`src/rtl/simon_game_ctrl_if.sv`:
```
// Panel/display bundle of the Simon controller: debounced inputs in, LED/score drivers out.
// Latency: none (wires only).
// Backpressure: none; tick and button inputs are one-cycle strobes.
// Ports: i_tick, i_start, i_fast, i_button[N_COLORS] (panel -> engine);
//        o_start_led, o_led[N_COLORS], o_player[PW], o_score[SW], o_game_over, o_win (engine -> display).
interface simon_game_ctrl_if #(
  parameter int N_COLORS  = 4,
  parameter int MAX_LEN   = 32,
  parameter int N_PLAYERS = 2
);
  localparam int SW = $clog2(MAX_LEN + 1);
  localparam int PW = (N_PLAYERS > 1) ? $clog2(N_PLAYERS) : 1;

  logic                i_tick;
  logic                i_start;
  logic                i_fast;
  logic [N_COLORS-1:0] i_button;
  logic                o_start_led;
  logic [N_COLORS-1:0] o_led;
  logic [PW-1:0]       o_player;
  logic [SW-1:0]       o_score;
  logic                o_game_over;
  logic                o_win;

  // slave = the game engine, master = the panel / display side
  modport slave  (input  i_tick, i_start, i_fast, i_button,
                  output o_start_led, o_led, o_player, o_score, o_game_over, o_win);
  modport master (output i_tick, i_start, i_fast, i_button,
                  input  o_start_led, o_led, o_player, o_score, o_game_over, o_win);
endinterface

```
`src/rtl/simon_game_ctrl.sv`:
```
// Simon game engine: sequence generation, playback, input checking and scoring for N colours / P players.
// Latency: outputs are Moore decodes of registered state; i_start=0 reaches IDLE one cycle later.
// Backpressure: none; playback and timeout advance only on i_tick, presses outside INPUT are dropped.
// Ports: i_clk, i_reset_n (async active-low), bus (slave side of simon_game_ctrl_if).
module simon_game_ctrl #(
  parameter int          N_COLORS      = 4,
  parameter int          MAX_LEN       = 32,
  parameter int          N_PLAYERS     = 2,
  parameter int          ON_TICKS      = 500,
  parameter int          OFF_TICKS     = 250,
  parameter int          TIMEOUT_TICKS = 3000,
  parameter logic [15:0] SEED          = 16'hACE1
) (
  input  logic           i_clk,
  input  logic           i_reset_n,
  simon_game_ctrl_if.slave bus
);
  localparam int CW       = $clog2(N_COLORS);
  localparam int SW       = $clog2(MAX_LEN + 1);
  localparam int PW       = (N_PLAYERS > 1) ? $clog2(N_PLAYERS) : 1;
  localparam int AW       = (MAX_LEN > 1) ? $clog2(MAX_LEN) : 1;
  // Fast mode halves both phases; a phase is never shorter than one tick.
  localparam int ON_FAST  = (ON_TICKS / 2 > 0) ? ON_TICKS / 2 : 1;
  localparam int OFF_FAST = (OFF_TICKS / 2 > 0) ? OFF_TICKS / 2 : 1;
  localparam int TMAX_A   = (ON_TICKS > OFF_TICKS) ? ON_TICKS : OFF_TICKS;
  localparam int TMAX     = (TIMEOUT_TICKS > TMAX_A) ? TIMEOUT_TICKS : TMAX_A;
  localparam int TW       = $clog2(TMAX + 1);

  typedef enum logic [2:0] {
    S_IDLE, S_GEN, S_SHOW_ON, S_SHOW_OFF, S_INPUT, S_ROUND_OK, S_LOSE, S_WIN
  } state_e;

  state_e              state_q, state_d;
  logic [15:0]         lfsr_q;
  logic [SW-1:0]       len_q, len_d;
  logic [SW-1:0]       idx_q, idx_d;
  logic [PW-1:0]       player_q, player_d;
  logic [SW-1:0]       score_q, score_d;
  logic [TW-1:0]       cnt_q, cnt_d;
  logic [N_COLORS-1:0] echo_q, echo_d;
  logic                mem_we;
  logic [CW-1:0]       mem_q [MAX_LEN];

  logic [CW-1:0]       cur_col;
  logic [N_COLORS-1:0] cur_led;
  logic [TW-1:0]       cnt_inc;
  logic [SW-1:0]       idx_inc;
  logic [TW-1:0]       on_lim;
  logic [TW-1:0]       off_lim;
  logic                press;

  assign cur_col = mem_q[idx_q[AW-1:0]];
  assign cur_led = {{(N_COLORS-1){1'b0}}, 1'b1} << cur_col;
  assign cnt_inc = cnt_q + TW'(1);
  assign idx_inc = idx_q + SW'(1);
  assign on_lim  = bus.i_fast ? TW'(ON_FAST)  : TW'(ON_TICKS);
  assign off_lim = bus.i_fast ? TW'(OFF_FAST) : TW'(OFF_TICKS);
  assign press   = |bus.i_button;

  // State and datapath registers; the LFSR free-runs so the colour depends on when GEN is reached.
  always_ff @(posedge i_clk or negedge i_reset_n) begin
    if (!i_reset_n) begin
      state_q  <= S_IDLE;
      lfsr_q   <= SEED;
      len_q    <= '0;
      idx_q    <= '0;
      player_q <= '0;
      score_q  <= '0;
      cnt_q    <= '0;
      echo_q   <= '0;
    end else begin
      state_q  <= state_d;
      lfsr_q   <= {lfsr_q[14:0], lfsr_q[15] ^ lfsr_q[13] ^ lfsr_q[12] ^ lfsr_q[10]};
      len_q    <= len_d;
      idx_q    <= idx_d;
      player_q <= player_d;
      score_q  <= score_d;
      cnt_q    <= cnt_d;
      echo_q   <= echo_d;
    end
  end

  // Sequence store has no reset: only entries below len are ever read.
  always_ff @(posedge i_clk) begin
    if (mem_we) begin
      mem_q[len_q[AW-1:0]] <= lfsr_q[CW-1:0];
    end
  end

  // Next-state logic
  always_comb begin
    state_d  = state_q;
    len_d    = len_q;
    idx_d    = idx_q;
    player_d = player_q;
    score_d  = score_q;
    cnt_d    = cnt_q;
    echo_d   = '0;
    mem_we   = 1'b0;
    if (!bus.i_start) begin
      // Everything freezes; score/player stay visible until the next start clears them.
      state_d = S_IDLE;
    end else begin
      case (state_q)
        S_IDLE: begin
          state_d  = S_GEN;
          len_d    = '0;
          idx_d    = '0;
          player_d = '0;
          score_d  = '0;
        end
        S_GEN: begin
          mem_we  = 1'b1;
          len_d   = len_q + SW'(1);
          idx_d   = '0;
          cnt_d   = '0;
          state_d = S_SHOW_ON;
        end
        S_SHOW_ON: begin
          if (bus.i_tick) begin
            if (cnt_inc == on_lim) begin
              cnt_d   = '0;
              state_d = S_SHOW_OFF;
            end else begin
              cnt_d = cnt_inc;
            end
          end
        end
        S_SHOW_OFF: begin
          if (bus.i_tick) begin
            if (cnt_inc == off_lim) begin
              cnt_d = '0;
              if (idx_inc == len_q) begin
                idx_d   = '0;
                state_d = S_INPUT;
              end else begin
                idx_d   = idx_inc;
                state_d = S_SHOW_ON;
              end
            end else begin
              cnt_d = cnt_inc;
            end
          end
        end
        S_INPUT: begin
          if (press) begin
            // A press wins over a same-cycle tick. Multi-bit presses never equal a one-hot colour.
            echo_d = bus.i_button;
            if (bus.i_button != cur_led) begin
              state_d = S_LOSE;
            end else begin
              cnt_d = '0;
              idx_d = idx_inc;
              if (idx_inc == len_q) begin
                state_d = S_ROUND_OK;
              end
            end
          end else if (bus.i_tick) begin
            if (cnt_inc == TW'(TIMEOUT_TICKS)) begin
              state_d = S_LOSE;
            end else begin
              cnt_d = cnt_inc;
            end
          end
        end
        S_ROUND_OK: begin
          score_d = len_q;
          if (len_q == SW'(MAX_LEN)) begin
            state_d = S_WIN;
          end else begin
            player_d = (player_q == PW'(N_PLAYERS - 1)) ? '0 : player_q + PW'(1);
            state_d  = S_GEN;
          end
        end
        default: begin
          state_d = state_q;  // LOSE / WIN hold until start drops
        end
      endcase
    end
  end

  // Moore outputs
  always_comb begin
    bus.o_start_led = (state_q != S_IDLE);
    bus.o_led       = (state_q == S_SHOW_ON) ? cur_led : echo_q;
    bus.o_player    = player_q;
    bus.o_score     = score_q;
    bus.o_game_over = (state_q == S_LOSE) || (state_q == S_WIN);
    bus.o_win       = (state_q == S_WIN);
  end
endmodule

```
`src/flat_wrapper.sv`:
```
// flat-port wrapper written by rule: the top's interface ports become plain ports
module simon_game_ctrl_flat 
#(
  parameter int          N_COLORS      = 4,
  parameter int          MAX_LEN       = 32,
  parameter int          N_PLAYERS     = 2,
  parameter int          ON_TICKS      = 500,
  parameter int          OFF_TICKS     = 250,
  parameter int          TIMEOUT_TICKS = 3000,
  parameter logic [15:0] SEED          = 16'hACE1
)
  (i_clk, i_reset_n, bus_i_tick, bus_i_start, bus_i_fast, bus_i_button, bus_o_start_led, bus_o_led, bus_o_player, bus_o_score, bus_o_game_over, bus_o_win);
  simon_game_ctrl_if #(.N_COLORS(N_COLORS), .MAX_LEN(MAX_LEN), .N_PLAYERS(N_PLAYERS)) bus_i ();
  input  logic i_clk;
  input  logic i_reset_n;
  input wire logic [$bits(bus_i.i_tick)-1:0] bus_i_tick;
  input wire logic [$bits(bus_i.i_start)-1:0] bus_i_start;
  input wire logic [$bits(bus_i.i_fast)-1:0] bus_i_fast;
  input wire logic [$bits(bus_i.i_button)-1:0] bus_i_button;
  output wire logic [$bits(bus_i.o_start_led)-1:0] bus_o_start_led;
  output wire logic [$bits(bus_i.o_led)-1:0] bus_o_led;
  output wire logic [$bits(bus_i.o_player)-1:0] bus_o_player;
  output wire logic [$bits(bus_i.o_score)-1:0] bus_o_score;
  output wire logic [$bits(bus_i.o_game_over)-1:0] bus_o_game_over;
  output wire logic [$bits(bus_i.o_win)-1:0] bus_o_win;
  assign bus_i.i_tick = bus_i_tick;
  assign bus_i.i_start = bus_i_start;
  assign bus_i.i_fast = bus_i_fast;
  assign bus_i.i_button = bus_i_button;
  assign bus_o_start_led = bus_i.o_start_led;
  assign bus_o_led = bus_i.o_led;
  assign bus_o_player = bus_i.o_player;
  assign bus_o_score = bus_i.o_score;
  assign bus_o_game_over = bus_i.o_game_over;
  assign bus_o_win = bus_i.o_win;
  simon_game_ctrl #(.N_COLORS(N_COLORS), .MAX_LEN(MAX_LEN), .N_PLAYERS(N_PLAYERS), .ON_TICKS(ON_TICKS), .OFF_TICKS(OFF_TICKS), .TIMEOUT_TICKS(TIMEOUT_TICKS), .SEED(SEED)) u_core (.i_clk(i_clk), .i_reset_n(i_reset_n), .bus(bus_i));
endmodule
```
`config.mk`:
```
export PLATFORM = sky130hd
export DESIGN_NAME = simon_game_ctrl_flat
export DESIGN_NICKNAME = d
export VERILOG_FILES = /design/src/rtl/simon_game_ctrl_if.sv /design/src/rtl/simon_game_ctrl.sv /design/src/flat_wrapper.sv
export SDC_FILE = /design/constraint.sdc
export NUM_CORES = 1
export LEC_CHECK = 0
export ABC_AREA = 1
export BUFFER_PORTS_ARGS = -buffer_cell sky130_fd_sc_hd__buf_2
export CORE_ASPECT_RATIO = 1.5
export CORE_MARGIN = 5
export CORE_UTILIZATION = 50
export DETAILED_ROUTE_END_ITERATION = 10
export PLACE_DENSITY = 0.67
export SLEW_MARGIN = 15
export SYNTH_ARGS = -nofsm -noshare
export SYNTH_HDL_FRONTEND = slang
export SYNTH_SLANG_ARGS = --single-unit
```
`constraint.sdc`:
```
create_clock -name i_clk -period 3.9 [get_ports i_clk]
set_input_delay 0.78 -clock i_clk [delete_from_list [all_inputs] [get_ports i_clk]]
set_output_delay 0.78 -clock i_clk [all_outputs]
set_load 0.05 [all_outputs]
```
==> flow_summary.toml <==
[setup_path]
worst-endpoint-arrival_ns = 2.72
kind_of_end_point_of_the_critical_path = "output pin"
critical_path.max_stage_delay_ns = 0.75
critical-path-top-cell-by-count = "sky130_fd_sc_hd__nand2_1"
cp_slowest_cell = "sky130_fd_sc_hd__dfrtp_1"
worstPathMaxFanout = 20
cp_data_required_time_ns = 3.12
setup.worst_path.start_class = "register"
worst-path-buf-inv = 2
cp_top_family = "flip-flops"
setup.worst_path.class = "register to output pin"
path_cells = "buf_4 > nand2_1 > nand3_1 > nand3_1 > nand2_1 > nand2_1 > nand2_1 > nand2_1 > nand2_1 > nand2_1 > o21ai_0 > buf_2"

[logic_synthesis]
synth_fp_nets = 658
post_synth_instance_area_um2 = 5790
synth-seq-cells = 118
synth_top_area_share_pct = 33.2
synth.lib_cells_used.distinct = 40
synthesis.yosys.warnings = 0
synth.yosys.seq_area_share_pct = 56.7
post_synth.cell_area_avg_um2 = 9.00
mapped_cells = 643
netlist.top_cell.by_area = "sky130_fd_sc_hd__edfxtp_1"
ys_top_cells_by_area = "sky130_fd_sc_hd__edfxtp_1 (33%), sky130_fd_sc_hd__dfrtp_1 (20%), sky130_fd_sc_hd__nand2_1 (13%)"

[clock_tree]
cts_resized = 0
htree_levels = 4
cts_max_path_buffers = 2
root_buffer_cell = "sky130_fd_sc_hd__clkbuf_16"
clock_insertion_delay_worst_skew_ns = 0.42
cts_post_setup_buffers_inserted = 0
number_of_buffers_added_by_the_clock_tree_synthesis_step = 17
postCtsHoldBufs = 0
cts_tree = "built"
cts.reportedPaths.clkPinSlew_ns = 0.06
cts.sinks = 118

[sta]
finalClockSkew_ns = 0.00863
rsz0062_at_grt = "false"
worst_slew_pin_slew_ns = 1.02
fin_crit_ns = 3.50
final.period_utilization_pct = 89.8
tns_ns = 0
final_worst_hold_slack_ns = 0.351
hold_viol = 0
report.final.slew_viol_count = 0
slew_headroom_pct = 32.1
setup_violating_endpoint_count_in_the_final_report = 0
timing.fmax_mhz = 286

[power_and_ir_drop]
power.leakage_uw = 0.00281
cellInternalPower_uw = 2480
net-switching-power_uw = 1240
part_of_the_total_power_dissipated_in_the_clock_network_pct = 40.7
seq_power_share_pct = 38.7
part_of_the_power_in_combinational_logic_pct = 20.6
power.ir.vdd_worst_v = 0.000396
power_per_cell_area_nw_per_um2 = 567
p_sw_share_pct = 33.3

[place]
portBuffers = 22
dp_hpwl_um = 9300
dp_cells = 801
dpl_cell_area_um2 = 5970
gp_congestion = 0.910

[floorplanning]
floorplan.die_area_um2 = 13900
io_pins = 23
die_x_um = 97.8
num_rows = 48
dieHeight_um = 142
design.core.area_um2 = 11400
floorplan.initialDensity_pct = 50.7

[grt]
globalRoute.busiestLayer = "met2"
grt_pass1_vias = 4566
globalRouteMet1Util_pct = 22.2
met2_usage_pct = 34.5
grtUsageTotal_pct = 19.9
grt_antenna_before_repair = 0
grt_met3_usage_pct = 4.67
globalRouteOverflowTotal = 0
grt_start_max_net_pins = 37
global_route_wire_length_before_repair_um = 21900

[routing]
first_pass_iters = 7
drt-total-wl_um = 13100
routed_wire_length_per_instance_um = 15.8
ant_nets = 0
num_vias = 4501
detail_route.vias_per_cell = 5.40
post-route-drc-count = 0
drt_iter0_drc = 312

[cells_and_area]
post_route_standard_cell_area_excluding_fillers_um2 = 6550
diodes = 0
layout-drive-gt1-share_pct = 12.7
fin_nets = 685
areaGrowthSynthToFinish_pct = 13.2
stdcell_count = 833

[run]
maxCapViolations = 0

[worst_hold_path]
hold_path_class = "register to register"

[run_status]
outcome = "finished, final reports clean"
## cells in the mapped netlist (all sizes together)
cell	n
a211oi	2
a21oi	3
a311oi	1
a31oi	1
and2	1
buf	14
clkbuf	4
clkinv	1
dfrtp	46
dfstp	8
edfxtp	64
ha	6
inv	47
nand2	202
nand3	81
nand3b	1
nand4	7
nor2	75
nor3	9
nor4	2
o211ai	1
o21ai	41
o22ai	3
o31ai	1
or2	4
xnor2	5
xor2	13
## state kept, by name, indices dropped and copies added (netlist names)
name                 flops
u_core.state_q           3
u_core.len_q             6
u_core.bus.o_score       6
u_core.mem_q            64
u_core.bus.o_player      1
u_core.idx_q             6
u_core.lfsr_q           16
u_core.echo_q            4
u_core.cnt_q            12
## power by group through the flow
stage          Clock, uW  Combinational (uW)  Sequential [uW]
4_1_cts             1540                 770             1430
2_1_floorplan          0                 667             1420
6_report            1510                 766             1440
3_5_place_dp           0                 766             1460
3_3_place_gp           0                 752             1450
5_1_grt             1590                 863             1440
## stage by stage
stage               total power, uW  worst slack [ns]  utilization, %
floorplan                      2080             0.789               -
global placement               2210             0.927            52.3
detailed placement             2220             0.881            52.3
CTS                            3740             0.424            57.4
global route                   3900             0.171            57.4
finish                         3710             0.398            57.4
## path summary, 6_finish.rpt
check | start | endpoint | slack, ns | depth (start not counted)
worst max-delay path | u_core.idx_q[0]$_DFFE_PN0P_ | bus_o_led[2] | 0.40 | 12
worst min-delay path | u_core.lfsr_q[2]$_DFF_PN0_ | u_core.lfsr_q[3]$_DFF_PN0_ | 0.35 | 0
worst max register to register | u_core.idx_q[0]$_DFFE_PN0P_ | u_core.cnt_q[8]$_DFFE_PN0P_ | 0.98 | 18
worst min register to register | u_core.lfsr_q[2]$_DFF_PN0_ | u_core.lfsr_q[3]$_DFF_PN0_ | 0.35 | 0
max in group asynchronous | i_reset_n | u_core.bus.o_score[4]$_DFFE_PN0P_ | 2.64 | 2
min in group asynchronous | i_reset_n | u_core.lfsr_q[3]$_DFF_PN0_ | 0.48 | 1
## layout by cell type, fill, tap and decap left out, types with 4 or more instances in the layout
master,n
sky130_fd_sc_hd__nand2_1,196
sky130_fd_sc_hd__nand3_1,78
sky130_fd_sc_hd__nor2_1,69
sky130_fd_sc_hd__edfxtp_1,64
sky130_fd_sc_hd__dfrtp_1,46
sky130_fd_sc_hd__inv_1,45
sky130_fd_sc_hd__o21ai_0,29
sky130_fd_sc_hd__buf_2,22
sky130_fd_sc_hd__clkbuf_16,19
sky130_fd_sc_hd__xor2_1,13
sky130_fd_sc_hd__o21ai_1,12
sky130_fd_sc_hd__nor3_1,8
sky130_fd_sc_hd__dfstp_2,8
sky130_fd_sc_hd__inv_6,7
sky130_fd_sc_hd__nand4_1,7
sky130_fd_sc_hd__nand2_2,6
sky130_fd_sc_hd__ha_1,6
sky130_fd_sc_hd__xnor2_1,5
sky130_fd_sc_hd__nor2_2,5
sky130_fd_sc_hd__buf_4,4
## kinds of logic (layout without fill, tap and decap cells)
family | Yosys count | in the layout | share of synthesized area (%)
xor+xnor | 18 | 18 | 2.72
flops | 118 | 118 | 56.7
buf+inv | 66 | 106 | 5.71
compound gates | 53 | 53 | 5.04
fa+ha+maj | 6 | 6 | 1.30
simple gates | 382 | 382 | 28.5
## final cells by class
type,instances,area (um^2)
tap,150,188
inverter,48,185
multi-input combinational,459,2170
sequential,118,3280
timing repair buffer,26,140
fill,1004,4860
clock inverter,13,108
clock buffer,19,475
## worst reg2reg max path, stage by stage (launching register included)
cell and delay (ns):
sky130_fd_sc_hd__dfrtp_1 0.75, sky130_fd_sc_hd__buf_4 0.34, sky130_fd_sc_hd__nand2_1 0.09, sky130_fd_sc_hd__nand3_1 0.08, sky130_fd_sc_hd__nand3_1 0.08, sky130_fd_sc_hd__nand2_1 0.08, sky130_fd_sc_hd__nand2_1 0.07, sky130_fd_sc_hd__nand2_1 0.08
sky130_fd_sc_hd__nand2_1 0.04, sky130_fd_sc_hd__nand2_1 0.14, sky130_fd_sc_hd__nand2_1 0.09, sky130_fd_sc_hd__nand2_1 0.06, sky130_fd_sc_hd__nand2_1 0.06, sky130_fd_sc_hd__nor2_2 0.14, sky130_fd_sc_hd__nand2_2 0.09, sky130_fd_sc_hd__nand3_2 0.07
sky130_fd_sc_hd__nand2_2 0.26, sky130_fd_sc_hd__nor2_1 0.24, sky130_fd_sc_hd__a21oi_2 0.05
## per-layer routing
metal  routed length, um  share of wire, %
met1                5220                40
met2                6890                52
met3                 493               3.8
met4                 535               4.1
met5                   0                 0
No activity file was read; power rests on OpenSTA's default activity.
